<file path="src/rtl/ctrl_reg_pkg.sv">
// Shared definitions for the 32-bit control register word and its
// hardware-side consumers (control register block, tx sequencer).
package ctrl_reg_pkg;

    // Control word layout
    localparam int CTRL_W      = 32;
    localparam int SEND_BIT    = 0;
    localparam int CLEAR_BIT   = 1;
    localparam int EXT_LSB     = 2;
    localparam int EXT_W       = 2;
    localparam int TRANSAC_LSB = 4;
    localparam int TRANSAC_W   = 8;

    // Sequencer state encoding
    typedef enum logic [2:0] {
        SEQ_IDLE  = 3'd0,
        SEQ_FETCH = 3'd1,
        SEQ_WAIT  = 3'd2,
        SEQ_SEND  = 3'd3,
        SEQ_WB    = 3'd4,
        SEQ_HOLD  = 3'd5
    } seq_state_t;

endpackage

</file>
<file path="src/rtl/ctrl_tx_sequencer.sv">
// Control-word driven byte sequencer: on send, snapshots count/bank, reads
// that many bytes from the data buffer, streams them to the serial byte
// transmitter and writes status back through the control register WR2C port.
//
// Transmitter handshake: o_tx_valid/o_tx_data are presented in SEND and held
// stable until a clock edge with o_tx_valid & i_tx_ready; that edge is the
// single transfer of the byte. Valid is never withdrawn before acceptance
// (except by rst).
module ctrl_tx_sequencer
    import ctrl_reg_pkg::*;
#(
    parameter int CNT_W  = 8,
    parameter int BANK_W = 2
) (
    input  logic                    clk,
    input  logic                    rst,
    input  logic [CTRL_W-1:0]       i_ctrl,
    output logic                    o_mem_rd,
    output logic [BANK_W+CNT_W-1:0] o_mem_addr,
    input  logic [7:0]              i_mem_data,
    output logic                    o_tx_valid,
    output logic [7:0]              o_tx_data,
    input  logic                    i_tx_ready,
    output logic                    o_wr2c,
    output logic                    o_send,
    output logic                    o_clear,
    output logic [TRANSAC_W-1:0]    o_transac,
    output logic                    o_busy,
    output logic                    o_done
);

    seq_state_t        state_q, state_d;
    logic [BANK_W-1:0] ext_q, ext_d;
    logic [CNT_W-1:0]  cnt_q, cnt_d;
    logic [CNT_W-1:0]  idx_q, idx_d;
    logic [CNT_W-1:0]  sent_q, sent_d;
    logic [CNT_W-1:0]  sent_inc;
    logic              abort_q, abort_d;
    logic [7:0]        tx_data_q, tx_data_d;

    logic              send_bit;
    logic              clear_bit;
    logic              unused_ctrl;

    assign send_bit    = i_ctrl[SEND_BIT];
    assign clear_bit   = i_ctrl[CLEAR_BIT];
    // Only send/clear/ext/transac are consumed; the rest of the word is ignored.
    assign unused_ctrl = ^i_ctrl;
    assign sent_inc    = sent_q + CNT_W'(1);

    // State and datapath registers, synchronous active-high reset.
    always_ff @(posedge clk) begin
        if (rst) begin
            state_q   <= SEQ_IDLE;
            ext_q     <= '0;
            cnt_q     <= '0;
            idx_q     <= '0;
            sent_q    <= '0;
            abort_q   <= 1'b0;
            tx_data_q <= '0;
        end else begin
            state_q   <= state_d;
            ext_q     <= ext_d;
            cnt_q     <= cnt_d;
            idx_q     <= idx_d;
            sent_q    <= sent_d;
            abort_q   <= abort_d;
            tx_data_q <= tx_data_d;
        end
    end

    // Next-state and datapath update; only the clear bit is watched mid-run.
    always_comb begin
        state_d   = state_q;
        ext_d     = ext_q;
        cnt_d     = cnt_q;
        idx_d     = idx_q;
        sent_d    = sent_q;
        abort_d   = abort_q;
        tx_data_d = tx_data_q;

        case (state_q)
            SEQ_IDLE: begin
                if (clear_bit) begin
                    // Clear wins over send and reports zero bytes.
                    sent_d  = '0;
                    abort_d = 1'b0;
                    state_d = SEQ_WB;
                end else if (send_bit) begin
                    ext_d   = i_ctrl[EXT_LSB +: BANK_W];
                    cnt_d   = i_ctrl[TRANSAC_LSB +: CNT_W];
                    idx_d   = '0;
                    sent_d  = '0;
                    abort_d = 1'b0;
                    state_d = (i_ctrl[TRANSAC_LSB +: CNT_W] == '0) ? SEQ_WB : SEQ_FETCH;
                end
            end

            SEQ_FETCH: begin
                if (clear_bit) begin
                    abort_d = 1'b1;
                    state_d = SEQ_WB;
                end else begin
                    state_d = SEQ_WAIT;
                end
            end

            SEQ_WAIT: begin
                tx_data_d = i_mem_data;
                if (clear_bit) begin
                    abort_d = 1'b1;
                    state_d = SEQ_WB;
                end else begin
                    state_d = SEQ_SEND;
                end
            end

            SEQ_SEND: begin
                // A presented byte is never withdrawn; abort only takes
                // effect once the transmitter has taken it.
                if (clear_bit) begin
                    abort_d = 1'b1;
                end
                if (i_tx_ready) begin
                    idx_d  = idx_q + CNT_W'(1);
                    sent_d = sent_inc;
                    if ((sent_inc == cnt_q) || abort_q || clear_bit) begin
                        state_d = SEQ_WB;
                    end else begin
                        state_d = SEQ_FETCH;
                    end
                end
            end

            SEQ_WB: begin
                state_d = SEQ_HOLD;
            end

            SEQ_HOLD: begin
                // Wait for the write-back to clear the request bits.
                if (!send_bit && !clear_bit) begin
                    state_d = SEQ_IDLE;
                end
            end

            default: begin
                state_d = SEQ_IDLE;
            end
        endcase
    end

    // Outputs are decoded from registers only.
    assign o_mem_rd   = (state_q == SEQ_FETCH);
    assign o_mem_addr = {ext_q, idx_q};
    assign o_tx_valid = (state_q == SEQ_SEND);
    assign o_tx_data  = tx_data_q;
    assign o_wr2c     = (state_q == SEQ_WB);
    assign o_done     = (state_q == SEQ_WB);
    assign o_send     = 1'b0;
    assign o_clear    = 1'b0;
    assign o_transac  = TRANSAC_W'(sent_q);
    assign o_busy     = (state_q != SEQ_IDLE);

endmodule

</file>
<file path="config.mk">
export PLATFORM = sky130hd
export DESIGN_NAME = ctrl_tx_sequencer
export DESIGN_NICKNAME = d
export VERILOG_FILES = /design/src/rtl/ctrl_reg_pkg.sv /design/src/rtl/ctrl_tx_sequencer.sv
export SDC_FILE = /design/constraint.sdc
export NUM_CORES = 1
export LEC_CHECK = 0
export CORE_ASPECT_RATIO = 0.5
export CORE_MARGIN = 5
export CORE_UTILIZATION = 47
export CTS_CLUSTER_SIZE = 12
export DETAILED_ROUTE_END_ITERATION = 6
export PLACE_DENSITY = 0.85
export SLEW_MARGIN = 40
export SYNTH_ARGS = -nofsm -noshare
export SYNTH_HDL_FRONTEND = slang
export SYNTH_SLANG_ARGS = --single-unit
</file>
<file path="constraint.sdc">
create_clock -name clk -period 3.6 [get_ports clk]
set_clock_uncertainty 0.2 [all_clocks]
set_input_delay 0.72 -clock clk [delete_from_list [all_inputs] [get_ports clk]]
set_output_delay 0.72 -clock clk [all_outputs]
set_load 0.005 [all_outputs]
</file>
==> results of run 1 <==
==> through the flow <==
stage | instance area [um2] | cells | hold WS (ps) | util, %
after floorplan | 1980 | 256 | 248 | -
after global placement | 2480 | 343 | 243 | 62.2
after detailed placement | 2480 | 343 | 252 | 62.2
after CTS | 2590 | 351 | 264 | 65.0
after global routing | 2590 | 351 | 291 | 65.0
final | 2590 | 351 | 258 | 65.0
==> synth_stat cells (all sizes together), types with 2 or more instances <==
cell / count / area share (%)
or4: 2 / 0.76
dfxtp: 38 / 39
clkbuf: 11 / 2.1
nand4: 3 / 0.95
or3: 5 / 1.6
xor2: 9 / 4.0
and3: 4 / 1.3
o21ai: 11 / 2.8
nand2b: 2 / 0.63
a21oi: 33 / 8.6
and3b: 2 / 0.89
ha: 2 / 1.3
buf: 10 / 3.2
nand2: 47 / 8.9
nor4: 4 / 1.3
nand3b: 2 / 0.76
nor3: 4 / 1.0
nor2: 19 / 3.6
a31oi: 5 / 1.6
xnor2: 5 / 2.2
inv: 2 / 0.38
nand3: 9 / 2.3
a211oi: 4 / 2.2
nor3b: 5 / 2.2
==> power by group through the flow <==
stage | registers (W) | clock network [W] | logic, W
after global placement | 0.000463 | 0 | 0.000124
after global routing | 0.000458 | 0.000380 | 0.000139
after detailed placement | 0.000464 | 0 | 0.000127
final | 0.000455 | 0.000363 | 0.000128
after CTS | 0.000455 | 0.000368 | 0.000128
after floorplan | 0.000449 | 0 | 0.0000863
==> cells by family (layout without fill, tap and decap cells) <==
group,Yosys count,in the layout,synth area share [%]
XOR/XNOR,14,14,6.21
adder cells (fa/ha/maj),2,2,1.27
flip-flops,38,38,38.6
buffers and inverters,23,64,5.64
other,1,2,0.190
AO/OA/AOI/OAI,63,63,19.3
AND/OR/NAND/NOR,114,114,28.9
==> layout make-up <==
class / instances / area, um2 / share of cell area [%]
multi-input cells: 195 / 1110 / 42.9
repair buffers: 54 / 533 / 20.6
flip-flops and latches: 38 / 761 / 29.4
inverters: 2 / 7.51 / 0.290
clock inverters: 2 / 37.5 / 1.45
clock buffers: 6 / 72.6 / 2.80
well taps: 54 / 67.6 / 2.61
==> sequential cells by signal, indices dropped and copies added (netlist names) <==
register / count
idx_q: 8
o_tx_data: 8
o_transac: 8
state_q: 3
abort_q: 1
cnt_q: 8
ext_q: 2
==> worst max-delay path, delay by kind of cell, from the launching register on <==
| kind | cells | cell delay (ps) |
|---|---|---|
| and+or+nand+nor | 1 | 330 |
| buffers and inverters | 1 | 560 |
| DFF | 1 | 780 |
==> per-layer routing <==
layer  GRT usage [%]  wire length (um)  up-vias
met5               0                 0        -
met1            22.4              2200      938
li1                -                 -      973
met2            27.4              2330       66
met4            5.49                73        0
met3            5.38               352        8
==> final timing paths <==
path / cells past startpoint / end
max: 2 / o_done
min: 2 / o_tx_data[2]
max reg2reg: 5 / o_transac[4]
min reg2reg: 2 / o_tx_data[2]
==> flow_metrics.env, run 1 <==
export IMPL_max_cap_violations=0
export IMPL_num_antenna_cells=0
export IMPL_cts_tree="done"
export IMPL_crit_chain="nor3b_1 -> clkdlybuf4s50_1"
export IMPL_drt_first_pass_iters=4
export IMPL_grt_max_degree=26
export IMPL_drc_errors=0
export IMPL_gp_congestion=0.800
export IMPL_synth_edf_count=0
export IMPL_p_switching_w=0.000239
export IMPL_final_setup_tns_ps=0
export IMPL_fill_cells=332
export IMPL_ys_flop_type="dfxtp_1"
export IMPL_start_util_pct=49.5
export IMPL_rsz0062_at_grt="false"
export IMPL_syn2layout_area_growth_pct=31.2
export IMPL_clk_latency_ps=300
export IMPL_asyncSetResetFlopFracSynth_pct=0
export IMPL_period_minus_slack_ps=2890
export IMPL_num_vias=1985
export IMPL_fmax_ghz=0.346
export IMPL_cts_setup_buffers=0
export IMPL_layout_commonest_cell="clkdlybuf4s50_1"
export IMPL_cts_root_buf="clkbuf_8"
export IMPL_grt_antenna_before_repair=0
export IMPL_power_w=0.000946
export IMPL_crit_path_top_delay_cell="dfxtp_1"
export IMPL_clk_pin_slew_ps=80
export IMPL_p_comb_share_pct=13.5
export IMPL_dieArea_um2=5670
export IMPL_first_global_vias=1682
export IMPL_final_cell_mix="clkdlybuf4s50_1, nand2_1, dfxtp_1"
export IMPL_wirelength_mm=4.95
export IMPL_place_ws_ps=787
export IMPL_die_y_um=55.8
export IMPL_setup_viol=0
export IMPL_cts_hold_buf=0
export IMPL_gr_total_overflow=0
export IMPL_critPathCaptureType="output port"
export IMPL_routed_via_density=5.66
export IMPL_yosys_warnings=0
export IMPL_nNetsFinal=341
export IMPL_p_seq_share_pct=48.2
export IMPL_ios=76
export IMPL_final_max_slew_violation_count=0
export IMPL_tightestPinTransition_ps=707
export IMPL_r2r_start="state_q[0]"
export IMPL_synth_distinct_cells=48
export IMPL_h_tree_depth=2
export IMPL_r2r_slack_ps=1330
export IMPL_critPathRequiredTime_ps=2680
export IMPL_synth_seq_area_share_pct=38.6
export IMPL_hold_start="o_tx_data[2]"
export IMPL_synthCells=255
export IMPL_port_buffers=53
export IMPL_critPathArrivalTime_ps=1970
export IMPL_p_per_area_nw_per_um2=365
export IMPL_crit_path_start_kind="flip-flop"
export IMPL_ys_ff_latch=38
export IMPL_crit_type="reg -> out"
export IMPL_netlist_area_um2=1970
export IMPL_setup_slack_ps=712
export IMPL_num_rows=16
export IMPL_hpwl_mm=3.54
export IMPL_hold_violations=0
export IMPL_avgSynthCellArea_um2=7.74
export IMPL_clkPwrFrac_pct=38.3
export IMPL_slew_headroom_pct=52.8
export IMPL_power_leakage_nw=0.892
export IMPL_vdd_drop_max_mv=0.213
export IMPL_max_stage_delay_ps=780
export IMPL_fin_crit_sh_pct=80.2
export IMPL_startpoint="state_q[2]"
export IMPL_clock_sinks=38
export IMPL_core_area_um2=3980
export IMPL_drt_antenna_violating_nets=0
export IMPL_crit_fanout=20
export IMPL_internal_power_w=0.000706
export IMPL_cts_resized=0
export IMPL_outcome="finished clean"
export IMPL_grt_util_all_layers_pct=17.3
export IMPL_grt_pass1_wl_mm=7.89
export IMPL_cts_buffers=5
export IMPL_min_path_type="reg -> reg"
export IMPL_first_iter_violations=132
export IMPL_layout_drive_gt1_share_pct=5.39
export IMPL_clockBufferDepth=2
export IMPL_wl_per_cell_um=14.1
export IMPL_die_x_um=102
export IMPL_swShare_pct=25.3
Power figures use the tool's default switching activity.
==> run 2, diff against run 1 <==
CORE_UTILIZATION = 44   (was 47)
PLACE_DENSITY = 0.8   (was 0.85)
clock period = 3 ns   (was 3.6 ns; I/O delays follow)
==> flow_metrics.env, run 2 (synthesis results as in run 1) <==
export IMPL_outcome="finished clean"
export IMPL_cts_tree="done"
export IMPL_drc_errors=0
export IMPL_wl_per_cell_um=14.7
export IMPL_layout_commonest_cell="clkdlybuf4s50_1"
export IMPL_start_util_pct=45.3
export IMPL_first_iter_violations=73
export IMPL_die_y_um=57.4
export IMPL_layout_drive_gt1_share_pct=6.62
export IMPL_cts_resized=0
export IMPL_crit_fanout=17
export IMPL_gp_congestion=0.810
export IMPL_crit_chain="nand2_1 -> nor2_1 -> clkdlybuf4s50_1"
export IMPL_grt_max_degree=19
export IMPL_final_cell_mix="clkdlybuf4s50_1, nand2_1, dfxtp_1"
export IMPL_clk_pin_slew_ps=80
export IMPL_gr_total_overflow=0
export IMPL_max_stage_delay_ps=660
export IMPL_final_setup_tns_ps=0
export IMPL_drt_first_pass_iters=4
export IMPL_ff2ff_path_depth=6
export IMPL_die_x_um=105
export IMPL_port_buffers=53
export IMPL_utilization_pct=60.0
export IMPL_first_global_vias=1870
export IMPL_cts_hold_buf=0
export IMPL_num_rows=17
export IMPL_cts_setup_buffers=0
export IMPL_crit_path_start_kind="flip-flop"
export IMPL_clk_latency_ps=290
export IMPL_slew_headroom_pct=59.4
export IMPL_grt_util_all_layers_pct=16.9
export IMPL_final_max_slew_violation_count=0
export IMPL_crit_type="reg -> out"
export IMPL_cts_buffers=5
export IMPL_crit_buf_inv=1
export IMPL_fin_crit_sh_pct=85.0
export IMPL_ios=76
export IMPL_setup_viol=0
export IMPL_critPathArrivalTime_ps=1750
export IMPL_period_minus_slack_ps=2550
export IMPL_nNetsFinal=346
export IMPL_grt_antenna_before_repair=0
export IMPL_fmax_ghz=0.392
export IMPL_min_path_cells=2
export IMPL_clockBufferDepth=2
export IMPL_rsz0062_at_grt="false"
export IMPL_min_path_type="reg -> reg"
export IMPL_p_per_area_nw_per_um2=411
export IMPL_grt_pass1_wl_mm=8.24
export IMPL_num_vias=1972
export IMPL_h_tree_depth=2
export IMPL_critPathRequiredTime_ps=2200
export IMPL_cpLargestDelayFamily="flip-flops"
export IMPL_vdd_drop_max_mv=0.238
export IMPL_clock_sinks=38
export IMPL_syn2layout_area_growth_pct=32.6
export IMPL_cts_root_buf="clkbuf_8"
export IMPL_hold_ws_ps=258
export IMPL_drt_antenna_violating_nets=0
export IMPL_tightestPinTransition_ps=607
export IMPL_dieArea_um2=6000
export IMPL_critPathCaptureType="output port"
export IMPL_num_antenna_cells=0
export IMPL_routed_via_density=5.49
export IMPL_wirelength_mm=5.27
export IMPL_hold_violations=0
export IMPL_core_area_um2=4360
export IMPL_max_cap_violations=0
export IMPL_power_leakage_nw=0.914
export IMPL_crit_path_top_delay_cell="dfxtp_1"
export IMPL_path_depth=3
export IMPL_hpwl_mm=3.92
run 2: cell types whose count changed in the layout (fill, tap and decap cells not counted), sizes merged:
cell / before / now
buf: 2 / 6
clkbuf: 6 / 7
clkinvlp: 1 / 0
clkdlybuf4s50: 52 / 53
bufinv: 1 / 0
clkinv: 0 / 1
run 2: worst paths after layout:
| check | to | start | slack, ps |
|---|---|---|---|
| min | o_tx_data[2] | o_tx_data[2] | 260 |
| max reg2reg | state_q[0] | o_transac[0] | 840 |
| max | o_tx_valid | state_q[0] | 450 |
| min reg2reg | o_tx_data[2] | o_tx_data[2] | 260 |
run 2: report_power, final:
part / switching (W) / leakage (nW) / internal, W
clock: 0.000183 / 0.0482 / 0.000186
sequential: 0.0000199 / 0.308 / 0.000519
combinational: 0.0000829 / 0.558 / 0.0000850
run 2: cell type report:
class,count,area [um2]
clock buffers,7,86.3
clock inverters,1,5.00
fillers,382,1740
inverters,2,7.51
multi-input cells,195,1110
flip-flops and latches,38,761
well taps,57,71.3
repair buffers,59,576
run 2: worst reg2reg max path: cells and delay by family (launching register included):
kind	cells	cell delay [ps]
AND/OR/NAND/NOR	3	680
flip-flops	1	470
adder cells (fa/ha/maj)	1	370
AO/OA/AOI/OAI	2	330
run 2: layer usage:
metal  part of all wire (%)  GRT usage [%]  up-vias
met5                      0              0        -
met4                    1.7           6.92        0
met3                    6.1           5.54        9
met2                     49           29.6       64
met1                     43           19.2      922
li1                       -              -      977
run 2: stage by stage:
stage / instances / cell area [um2] / total power (W) / setup slack (ps)
2_1_floorplan: 256 / 1980 / 0.000643 / 898
3_3_place_gp: 351 / 2520 / 0.000710 / 407
3_5_place_dp: 351 / 2520 / 0.000717 / 343
4_1_cts: 359 / 2610 / 0.00108 / 474
5_1_grt: 359 / 2620 / 0.00112 / 290
6_report: 359 / 2620 / 0.00108 / 451
